## src/rtl/seq_mult_pkg.sv

```systemverilog
// Shared types and helpers for the sequential shift-add multiplier.
package seq_mult_pkg;

    typedef enum logic [2:0] {
        IDLE   = 3'd0,
        LOAD_B = 3'd1,
        RUN    = 3'd2,
        FIXUP  = 3'd3,
        OUT_LO = 3'd4,
        OUT_HI = 3'd5
    } state_t;

    // Which product word the output register loads on the next edge.
    typedef enum logic [1:0] {
        SEL_NONE = 2'd0,
        SEL_LO   = 2'd1,
        SEL_HI   = 2'd2
    } out_sel_t;

    // Width of the RUN-cycle counter; it never needs to hold more than WIDTH-1.
    function automatic int cnt_width(input int width);
        int w;
        if (width <= 2) begin
            w = 1;
        end else begin
            w = $clog2(width);
        end
        return w;
    endfunction

endpackage

```

## src/rtl/seq_mult_bus_if.sv

```systemverilog
// Z-bus and handshake bundle between the multiplier and its bus master.
interface seq_mult_bus_if #(
    parameter int WIDTH = 32
) ();

    logic             start;
    logic             signed_mode;
    logic [WIDTH-1:0] z_in;
    logic [WIDTH-1:0] z_out;
    logic             z_oe;
    logic [WIDTH-1:0] a;
    logic [WIDTH-1:0] b;
    logic             busy;
    logic             done;

    modport master (
        output start, signed_mode, z_in,
        input  z_out, z_oe, a, b, busy, done
    );

    modport slave (
        input  start, signed_mode, z_in,
        output z_out, z_oe, a, b, busy, done
    );

endinterface

```

## src/rtl/seq_mult_fsm.sv

```systemverilog
// Sequencer for the shift-add multiplier: state, RUN counter and early-exit test.
module seq_mult_fsm
    import seq_mult_pkg::*;
#(
    parameter int WIDTH = 32,
    parameter int CNT_W = cnt_width(WIDTH)
) (
    input  logic             clk,
    input  logic             rst,
    input  logic             start,
    input  logic [WIDTH-1:0] b,
    output logic             load_a,
    output logic             load_b,
    output logic             add_en,
    output logic             fix_en,
    output out_sel_t         out_sel,
    output logic             busy,
    output logic [CNT_W-1:0] cnt
);

    state_t           state_r;
    state_t           state_next_s;
    logic [CNT_W-1:0] cnt_r;
    logic             busy_r;
    logic             last_s;

    // RUN ends once the remaining multiplier bits are all zero or the top bit has been consumed.
    always_comb begin
        last_s = (b[WIDTH-1:1] == {(WIDTH-1){1'b0}}) || (cnt_r == CNT_W'(WIDTH - 1));
    end

    // Next-state and per-state datapath strobes.
    always_comb begin
        state_next_s = state_r;
        load_a       = 1'b0;
        load_b       = 1'b0;
        add_en       = 1'b0;
        fix_en       = 1'b0;
        out_sel      = SEL_NONE;
        case (state_r)
            IDLE: begin
                if (start) begin
                    load_a       = 1'b1;
                    state_next_s = LOAD_B;
                end else begin
                    state_next_s = IDLE;
                end
            end
            LOAD_B: begin
                load_b       = 1'b1;
                state_next_s = RUN;
            end
            RUN: begin
                add_en = 1'b1;
                if (last_s) begin
                    state_next_s = FIXUP;
                end else begin
                    state_next_s = RUN;
                end
            end
            FIXUP: begin
                fix_en       = 1'b1;
                out_sel      = SEL_LO;
                state_next_s = OUT_LO;
            end
            OUT_LO: begin
                out_sel      = SEL_HI;
                state_next_s = OUT_HI;
            end
            OUT_HI: begin
                state_next_s = IDLE;
            end
            default: begin
                state_next_s = IDLE;
            end
        endcase
    end

    // State, busy flag and RUN counter registers.
    always_ff @(posedge clk) begin
        if (rst) begin
            state_r <= IDLE;
            busy_r  <= 1'b0;
            cnt_r   <= {CNT_W{1'b0}};
        end else begin
            state_r <= state_next_s;
            busy_r  <= (state_next_s != IDLE);
            if (load_b) begin
                cnt_r <= {CNT_W{1'b0}};
            end else if (add_en) begin
                cnt_r <= cnt_r + CNT_W'(1);
            end else begin
                cnt_r <= cnt_r;
            end
        end
    end

    assign busy = busy_r;
    assign cnt  = cnt_r;

endmodule

```

## src/rtl/seq_mult_bus.sv

```systemverilog
// Sequential shift-add multiplier fed and read back over the shared Z bus.
// Operands are reduced to magnitudes on entry; the sign is re-applied in FIXUP.
module seq_mult_bus
    import seq_mult_pkg::*;
#(
    parameter int WIDTH     = 32,
    parameter bit SIGNED_EN = 1'b1
) (
    input  logic            clk,
    input  logic            rst,
    seq_mult_bus_if.slave   bus
);

    localparam int CNT_W = cnt_width(WIDTH);
    localparam int PW    = 2 * WIDTH;

    // Two's-complement magnitude; -2^(W-1) maps to 2^(W-1), which still fits unsigned.
    function automatic logic [WIDTH-1:0] magnitude(input logic [WIDTH-1:0] x, input logic neg);
        logic [WIDTH-1:0] r;
        if (neg) begin
            r = {WIDTH{1'b0}} - x;
        end else begin
            r = x;
        end
        return r;
    endfunction

    logic             load_a_s;
    logic             load_b_s;
    logic             add_en_s;
    logic             fix_en_s;
    out_sel_t         out_sel_s;
    logic             busy_s;
    logic [CNT_W-1:0] cnt_s;

    logic [WIDTH-1:0] a_r;
    logic [WIDTH-1:0] b_r;
    logic [PW-1:0]    p_r;
    logic             sa_r;
    logic             sb_r;
    logic             mode_r;
    logic [WIDTH-1:0] z_out_r;
    logic             z_oe_r;
    logic             done_r;

    logic             mode_in_s;
    logic             sign_a_s;
    logic             sign_b_s;
    logic [PW-1:0]    p_add_s;
    logic [PW-1:0]    p_fix_s;

    seq_mult_fsm #(
        .WIDTH (WIDTH),
        .CNT_W (CNT_W)
    ) u_fsm (
        .clk     (clk),
        .rst     (rst),
        .start   (bus.start),
        .b       (b_r),
        .load_a  (load_a_s),
        .load_b  (load_b_s),
        .add_en  (add_en_s),
        .fix_en  (fix_en_s),
        .out_sel (out_sel_s),
        .busy    (busy_s),
        .cnt     (cnt_s)
    );

    // Operand sign decode, partial-product accumulate and final sign correction.
    always_comb begin
        mode_in_s = bus.signed_mode & SIGNED_EN;
        sign_a_s  = mode_in_s & bus.z_in[WIDTH-1];
        sign_b_s  = mode_r & bus.z_in[WIDTH-1];
        if (b_r[0]) begin
            p_add_s = p_r + ({{WIDTH{1'b0}}, a_r} << cnt_s);
        end else begin
            p_add_s = p_r;
        end
        if (mode_r && (sa_r ^ sb_r)) begin
            p_fix_s = {PW{1'b0}} - p_r;
        end else begin
            p_fix_s = p_r;
        end
    end

    // Multiplicand magnitude, its sign and the operating mode, captured on start.
    always_ff @(posedge clk) begin
        if (rst) begin
            a_r    <= {WIDTH{1'b0}};
            sa_r   <= 1'b0;
            mode_r <= 1'b0;
        end else if (load_a_s) begin
            a_r    <= magnitude(bus.z_in, sign_a_s);
            sa_r   <= sign_a_s;
            mode_r <= mode_in_s;
        end else begin
            a_r    <= a_r;
            sa_r   <= sa_r;
            mode_r <= mode_r;
        end
    end

    // Multiplier shift register and product accumulator.
    always_ff @(posedge clk) begin
        if (rst) begin
            b_r  <= {WIDTH{1'b0}};
            sb_r <= 1'b0;
            p_r  <= {PW{1'b0}};
        end else if (load_b_s) begin
            b_r  <= magnitude(bus.z_in, sign_b_s);
            sb_r <= sign_b_s;
            p_r  <= {PW{1'b0}};
        end else if (add_en_s) begin
            b_r  <= b_r >> 1;
            sb_r <= sb_r;
            p_r  <= p_add_s;
        end else if (fix_en_s) begin
            b_r  <= b_r;
            sb_r <= sb_r;
            p_r  <= p_fix_s;
        end else begin
            b_r  <= b_r;
            sb_r <= sb_r;
            p_r  <= p_r;
        end
    end

    // Registered bus drive: lo word with done, then hi word, otherwise released.
    always_ff @(posedge clk) begin
        if (rst) begin
            z_out_r <= {WIDTH{1'b0}};
            z_oe_r  <= 1'b0;
            done_r  <= 1'b0;
        end else begin
            case (out_sel_s)
                SEL_LO: begin
                    z_out_r <= p_fix_s[WIDTH-1:0];
                    z_oe_r  <= 1'b1;
                    done_r  <= 1'b1;
                end
                SEL_HI: begin
                    z_out_r <= p_r[PW-1:WIDTH];
                    z_oe_r  <= 1'b1;
                    done_r  <= 1'b0;
                end
                default: begin
                    z_out_r <= {WIDTH{1'b0}};
                    z_oe_r  <= 1'b0;
                    done_r  <= 1'b0;
                end
            endcase
        end
    end

    assign bus.z_out = z_out_r;
    assign bus.z_oe  = z_oe_r;
    assign bus.a     = a_r;
    assign bus.b     = b_r;
    assign bus.busy  = busy_s;
    assign bus.done  = done_r;

endmodule

```

## src/flat_wrapper.sv

```systemverilog
// flat-port wrapper written by rule: the top's interface ports become plain ports
module seq_mult_bus_flat import seq_mult_pkg::*;
#(
    parameter int WIDTH     = 32,
    parameter bit SIGNED_EN = 1'b1
)
  (clk, rst, bus_start, bus_signed_mode, bus_z_in, bus_z_out, bus_z_oe, bus_a, bus_b, bus_busy, bus_done);
  seq_mult_bus_if #(.WIDTH(WIDTH)) bus_i ();
  input  logic clk;
  input  logic rst;
  input wire logic [$bits(bus_i.start)-1:0] bus_start;
  input wire logic [$bits(bus_i.signed_mode)-1:0] bus_signed_mode;
  input wire logic [$bits(bus_i.z_in)-1:0] bus_z_in;
  output wire logic [$bits(bus_i.z_out)-1:0] bus_z_out;
  output wire logic [$bits(bus_i.z_oe)-1:0] bus_z_oe;
  output wire logic [$bits(bus_i.a)-1:0] bus_a;
  output wire logic [$bits(bus_i.b)-1:0] bus_b;
  output wire logic [$bits(bus_i.busy)-1:0] bus_busy;
  output wire logic [$bits(bus_i.done)-1:0] bus_done;
  assign bus_i.start = bus_start;
  assign bus_i.signed_mode = bus_signed_mode;
  assign bus_i.z_in = bus_z_in;
  assign bus_z_out = bus_i.z_out;
  assign bus_z_oe = bus_i.z_oe;
  assign bus_a = bus_i.a;
  assign bus_b = bus_i.b;
  assign bus_busy = bus_i.busy;
  assign bus_done = bus_i.done;
  seq_mult_bus #(.WIDTH(WIDTH), .SIGNED_EN(SIGNED_EN)) u_core (.clk(clk), .rst(rst), .bus(bus_i));
endmodule
```

## config.mk

```make
export PLATFORM = sky130hd
export DESIGN_NAME = seq_mult_bus_flat
export DESIGN_NICKNAME = d
export VERILOG_FILES = /design/src/rtl/seq_mult_pkg.sv /design/src/rtl/seq_mult_bus_if.sv /design/src/rtl/seq_mult_fsm.sv /design/src/rtl/seq_mult_bus.sv /design/src/flat_wrapper.sv
export SDC_FILE = /design/constraint.sdc
export NUM_CORES = 1
export LEC_CHECK = 0
export CORE_ASPECT_RATIO = 1.1
export CORE_MARGIN = 10
export CORE_UTILIZATION = 60
export CTS_CLUSTER_DIAMETER = 80
export DETAILED_ROUTE_END_ITERATION = 10
export PLACE_DENSITY_LB_ADDON = 0.05
export SKIP_LAST_GASP = 1
export SYNTH_ARGS = -nofsm -noshare
export SYNTH_HDL_FRONTEND = slang
export SYNTH_HIERARCHICAL = 1
export SYNTH_SLANG_ARGS = --single-unit
```

## constraint.sdc

```tcl
create_clock -name clk -period 6 [get_ports clk]
set_clock_uncertainty 0.1 [all_clocks]
set_input_delay 1.8 -clock clk [delete_from_list [all_inputs] [get_ports clk]]
set_output_delay 1.8 -clock clk [all_outputs]
set_load 0.02 [all_outputs]
```

* Word level (Yosys, flattened, before mapping)
Cells that the tools add are included.
** Storage, ports and cells
- Register bits :: 174
- Bits of input ports :: 36
- Logic and storage cells :: 61
** Operators by class
- Add/sub/neg operators :: 4
- Eq/ne operators :: 8
- Shift operators :: 1
- Multiplexer cells :: 20
- Bitwise logic cells :: 3
- Reduce and logical (&&, ||, !) cells :: 12
** Operators by type and width (number)
- 64-bit two-way mux :: 4
- 32-bit two-way mux :: 4
- 64-bit adder :: 1
- 32-bit one-hot mux with 2 select lines :: 1
- 32-bit by 5-bit left shift with 64-bit output :: 1
- 1-bit by 64-bit subtractor with 64-bit output, first input constant :: 1
- 1-bit by 32-bit subtractor with 32-bit output, first input constant :: 1
- 31-bit zero test :: 1
- 3-bit one-hot mux with 5 select lines :: 1
- 1-bit two-way mux :: 9
- 3-bit by 2-bit == test with 1-bit output, second input constant :: 2
- 2-bit nonzero test :: 3
- 5-bit by 1-bit adder with 5-bit output, second input constant :: 1
- 5-bit == test, second input constant :: 1
- 2-bit one-hot mux with 2 select lines :: 1
- 2-bit OR reduction :: 2
- 3-bit by 1-bit == test with 1-bit output, second input constant :: 1
- 3-bit == test, second input constant :: 1
- 3-bit zero test :: 1
- 3-bit AND reduction :: 1
- 3-bit nonzero test :: 1
- 1-bit AND :: 2
- 2-bit by 1-bit == test with 1-bit output, second input constant :: 1
- 2-bit == test, second input constant :: 1
- other kinds (5) :: 5

* Depth between registers and ports, before layout
- Word-level depth :: 5
- Mapped depth :: 21
- Mapped depth without buffers :: 19

* By module
Netlist, hierarchy kept.
** By module, submodules not included
- seq_mult_bus :: times used 1, cells an instance 1940, area each 14461.4 sq um, seq. area each 3303.2 sq um
- seq_mult_fsm :: times used 1, cells an instance 59, area each 503.0 sq um, seq. area each 180.2 sq um

* Worst setup path after synthesis
Ideal clock, no wire load.
- Kind :: register -> register
- Start point :: reg u_core.u_fsm.cnt_r[0] (netlist: u_core/u_fsm/cnt[0])
- End point :: reg u_core.p_r[60]
- Library setup time :: 0.119 ns
- Arrival time :: 4.567 ns
- Required time :: 5.781 ns
- Setup slack :: 1.214 ns
- Stages on the path, launching flop included :: 19
- Path buffers :: 2
- Path through :: dfxtp_1 > buf_1 > mux4_2 > mux2i_1 > mux2_2 > nor2_1 > ha_1 > clkbuf_1 > a21oi_1 > o21ai_0 > a211o_1 > a31o_2 > a311oi_1 > o41ai_2 > a211oi_2 > o32ai_1 > a211oi_1 > mux2i_1 > o221a_2
** On the way
- Word-level cells in the longest chain between the ends :: 4
** RTL lines
- from (decl) :: line seq_mult_fsm.sv:23 : logic [CNT_W-1:0] cnt_r;
- from (signal assigned) :: line seq_mult_fsm.sv:84 : cnt_r <= {CNT_W{1'b0}};
- from (signal assigned) :: line seq_mult_fsm.sv:89 : cnt_r <= {CNT_W{1'b0}};
- from (signal assigned) :: line seq_mult_fsm.sv:91 : cnt_r <= cnt_r + CNT_W'(1);
- 32-bit by 5-bit left shift with 64-bit output :: line seq_mult_bus.sv:75 : p_add_s = p_r + ({{WIDTH{1'b0}}, a_r} << cnt_s);
- 64-bit adder :: line seq_mult_bus.sv:75
- 64-bit two-way mux :: line seq_mult_bus.sv:74 : if (b_r[0]) begin
- 64-bit two-way mux :: line seq_mult_bus.sv:113 : end else if (add_en_s) begin
- to (signal assigned) :: line seq_mult_bus.sv:112 : p_r <= {PW{1'b0}};
- to (signal assigned) :: line seq_mult_bus.sv:116 : p_r <= p_add_s;
- to (signal assigned) :: line seq_mult_bus.sv:120 : p_r <= p_fix_s;
- to (decl) :: line seq_mult_bus.sv:38 : logic [PW-1:0] p_r;
No other way between the ends. The select of a mux whose other input is x is not followed.
A chain may end at the register's enable or synchronous reset.

* Worst setup path after layout
- Start point :: reg u_core.u_fsm.cnt_r[1] (netlist: u_core/u_fsm/cnt[1])
- End point :: reg u_core.p_r[55]
The elaborated chain is that of the path after synthesis.

==> results.toml <==
[routing]
drtIter0Drc = 2511
ant_nets = 0
drcViolationCount = 0
avgViaCountPerCell = 7.05
wl_um = 58500
dr.pass1.iters = 6
wire_per_inst_um = 24.8
vias = 16600

[yosys]
netlist_area_um2 = 15000
synth_cell_types = 74
synthesis.nets = 2105
synth.top_cell.area_share = 0.233
synth_async_sr_flop_share = 0
yosys_warnings = 6
ys_ff_latch = 174
synthCells = 1999
avgSynthCellArea_um2 = 7.49
synth_edf_count = 0
synthFlopType = "dfxtp_1"
synthTopCellsByArea = "dfxtp_1, ha_1, nor2_1"
ys_seq_area_frac = 0.233
yosysTopAreaCell = "dfxtp_1"

[pwr]
p_int_w = 0.00250
finalPower_w = 0.00439
p_leak_nw = 6.51
sw_frac_of_total = 0.431
power_density_nw_per_um2 = 258
seqPwrFrac = 0.326
switchingPower_w = 0.00189
peakVddDrop_mv = 0.218
clkPwrFrac = 0.279
p_comb_frac = 0.395

[run]
drv_cap = 0

[timing]
tns_ns = 0
fin_crit_ns = 5.57
max_slew_margin = 0.270
rsz0062_at_grt = "no"
hold_viol_final = 0
worst_slew_pin_slew_ns = 1.09
slew_viol_final = 0
fmax_mhz = 180
setup_viol_count_final = 0
worst_slack_ns = 0.432
fin_crit_sh = 0.928

[global_routing]
grt_antenna_before_repair = 1
grt_pass1_vias = 15400
grt_pass1_wl_um = 89600
grt-ovfl-total = 0
grt_max_degree = 76
track_usage = 0.361

[worst_setup_path]
critPathMaxFanout = 18
cpMaxStageDelayCell = "a21oi_1"
worstPathArrival_ns = 5.77
crit_required_ns = 6.21
critPathKind = "flip-flop to flip-flop"
cp-end-kind = "flip-flop"
cpMostUsedCell = "a21oi_1"
r2r_setup_slack_ns = 0.43
startpoint_type = "flip-flop"
cpPeakStageDelay_ns = 0.62
path_cells = "buf_4 -> buf_4 -> mux4_2 -> mux2i_1 -> nand2_1 -> o21ai_0 -> o22ai_1 -> ha_1 -> a21oi_1 -> o21bai_1 -> a21oi_1 -> o21a_1 -> o41ai_1 -> buf_4 -> a21oi_1 -> o31ai_2 -> a21oi_1 -> o21bai_1 -> a2bb2oi_1 -> o31ai_1"

[clock_network]
cts_inserted_buffers = 17
ctsHoldBuffers = 0
cts_tree = "built"
cts_sinks = 174
clk_latency_ns = 0.44
clock_path_buffers = 2
cts-root-buf = "clkbuf_16"
cts_setup_buffers = 0
cts_resized = 0
cts.htree.levels = 4
clk_pin_slew_ns = 0.08

[final_layout]
final_nets = 2141
multi_input_area_um2 = 10800
fill_cells = 2014
area.sequential_um2 = 3480
final_cell_mix = "nor2_1, nand2_1, dfxtp_1"
drive_gt1_frac = 0.0620
final_common_cell = "nor2_1"
final_cells = 2358
diodes = 0
post-route-util = 0.693
syn_to_final_growth_pct = 13.7

[floorplan]
die_w_um = 171
io_pins = 135
die_h_um = 186
core_um2 = 24500
dieArea_um2 = 31700
start_util = 0.610
num_rows = 60

[outcome]
status = "finished clean"

[placement]
gp_congestion = 1.06
dp.final_hpwl_um = 44500
port_buffers = 134
dp.cells = 2326
pre_cts_ws_ns = 0.339

[min_path]
min_path_type = "flip-flop to flip-flop"
## cell type report
class,instances,area share
Multi-Input combinational cell,1649,0.637
Sequential cell,174,0.205
Timing Repair Buffer,164,0.0917
Clock buffer,17,0.0250
Tap cell,310,0.0228
Clock inverter,15,0.0127
Inverter,29,0.00640
## worst max-delay path: cells and delay by family (launching register included)
family                     cells  cell delay (ns)
adders and majority gates      1             0.41
buffers and inverters          3             0.75
DFF                            1             0.54
and+or+nand+nor                1             0.07
muxes                          2             0.55
AOI/OAI and AO/OA             13             3.00
## synth_stat cells, types with 7 or more instances
| master | instances |
|---|---|
| a211oi_1 | 84 |
| a21o_1 | 52 |
| a21oi_1 | 153 |
| a221oi_1 | 10 |
| a22oi_1 | 45 |
| a311oi_1 | 31 |
| a31oi_1 | 20 |
| and2_1 | 13 |
| and3_1 | 14 |
| buf_1 | 19 |
| clkbuf_1 | 126 |
| dfxtp_1 | 174 |
| ha_1 | 69 |
| inv_1 | 27 |
| mux2_2 | 10 |
| mux2i_1 | 54 |
| mux4_2 | 19 |
| nand2_1 | 202 |
| nand2b_1 | 13 |
| nand3_1 | 23 |
| nand4_1 | 30 |
| nor2_1 | 221 |
| nor2b_1 | 40 |
| nor3_1 | 56 |
| nor3b_1 | 9 |
| nor4_1 | 25 |
| o211ai_1 | 9 |
| o21a_1 | 8 |
| o21ai_0 | 115 |
| o21bai_1 | 18 |
| o221ai_1 | 10 |
| o22ai_1 | 25 |
| o31ai_1 | 18 |
| or2_2 | 7 |
| or3_1 | 45 |
| or4_1 | 10 |
| xnor2_1 | 54 |
| xor2_1 | 73 |
## path summary, 6_finish.rpt
path                            depth (start not counted)           startpoint        endpoint
worst max-delay path                                   20  u_core/u_fsm/cnt[1]  u_core/p_r[55]
worst min-delay path                                    2       u_core/p_r[22]  u_core/p_r[22]
worst max register to register                         20  u_core/u_fsm/cnt[1]  u_core/p_r[55]
worst min register to register                          2       u_core/p_r[22]  u_core/p_r[22]
## layer usage
layer | wire, µm | GRT usage | vias up
met5 | 0 | 0 | -
met4 | 4570 | 0.252 | 0
met3 | 6660 | 0.0704 | 259
met2 | 26200 | 0.583 | 1253
met1 | 21000 | 0.424 | 7632
li1 | - | - | 7491
## per-stage QoR
stage / hold WS [ns] / instance area, µm²
3_5_place_dp: 0.409 / 16400
4_1_cts: 0.438 / 17000
5_1_grt: 0.475 / 17000
2_1_floorplan: 0.378 / 15000
3_3_place_gp: 0.394 / 16400
6_report: 0.440 / 17000
## sequential cells by signal, indices dropped and copies added (netlist names), 3 cells and up
signal and count:
u_core/p_r 64, u_core/bus.a 32, u_core/bus.b 32, u_core/bus.z_out 32, u_core/u_fsm/cnt 5, u_core/u_fsm/state_r 3
## cells by family (layout without fill, tap and decap cells)
logic type                 count (synthesis)  after routing  share of synthesized area
and+or+nand+nor                          736            736                      0.240
AOI/OAI and AO/OA                        633            633                      0.277
buffers and inverters                    176            225                     0.0445
DFF                                      174            174                      0.233
xor gates and xnor gates                 127            127                     0.0743
muxes                                     83             83                     0.0722
adders and majority gates                 70             70                     0.0590
## power by group through the flow
stage,sequential [W],clock (W),combinational [W]
finish,0.00143,0.00122,0.00174
global route,0.00144,0.00127,0.00186
CTS,0.00142,0.00122,0.00170
detailed placement,0.00145,0,0.00168
global placement,0.00144,0,0.00165
floorplan,0.00147,0,0.00104
Note: power is estimated with default switching activity, not from simulation.
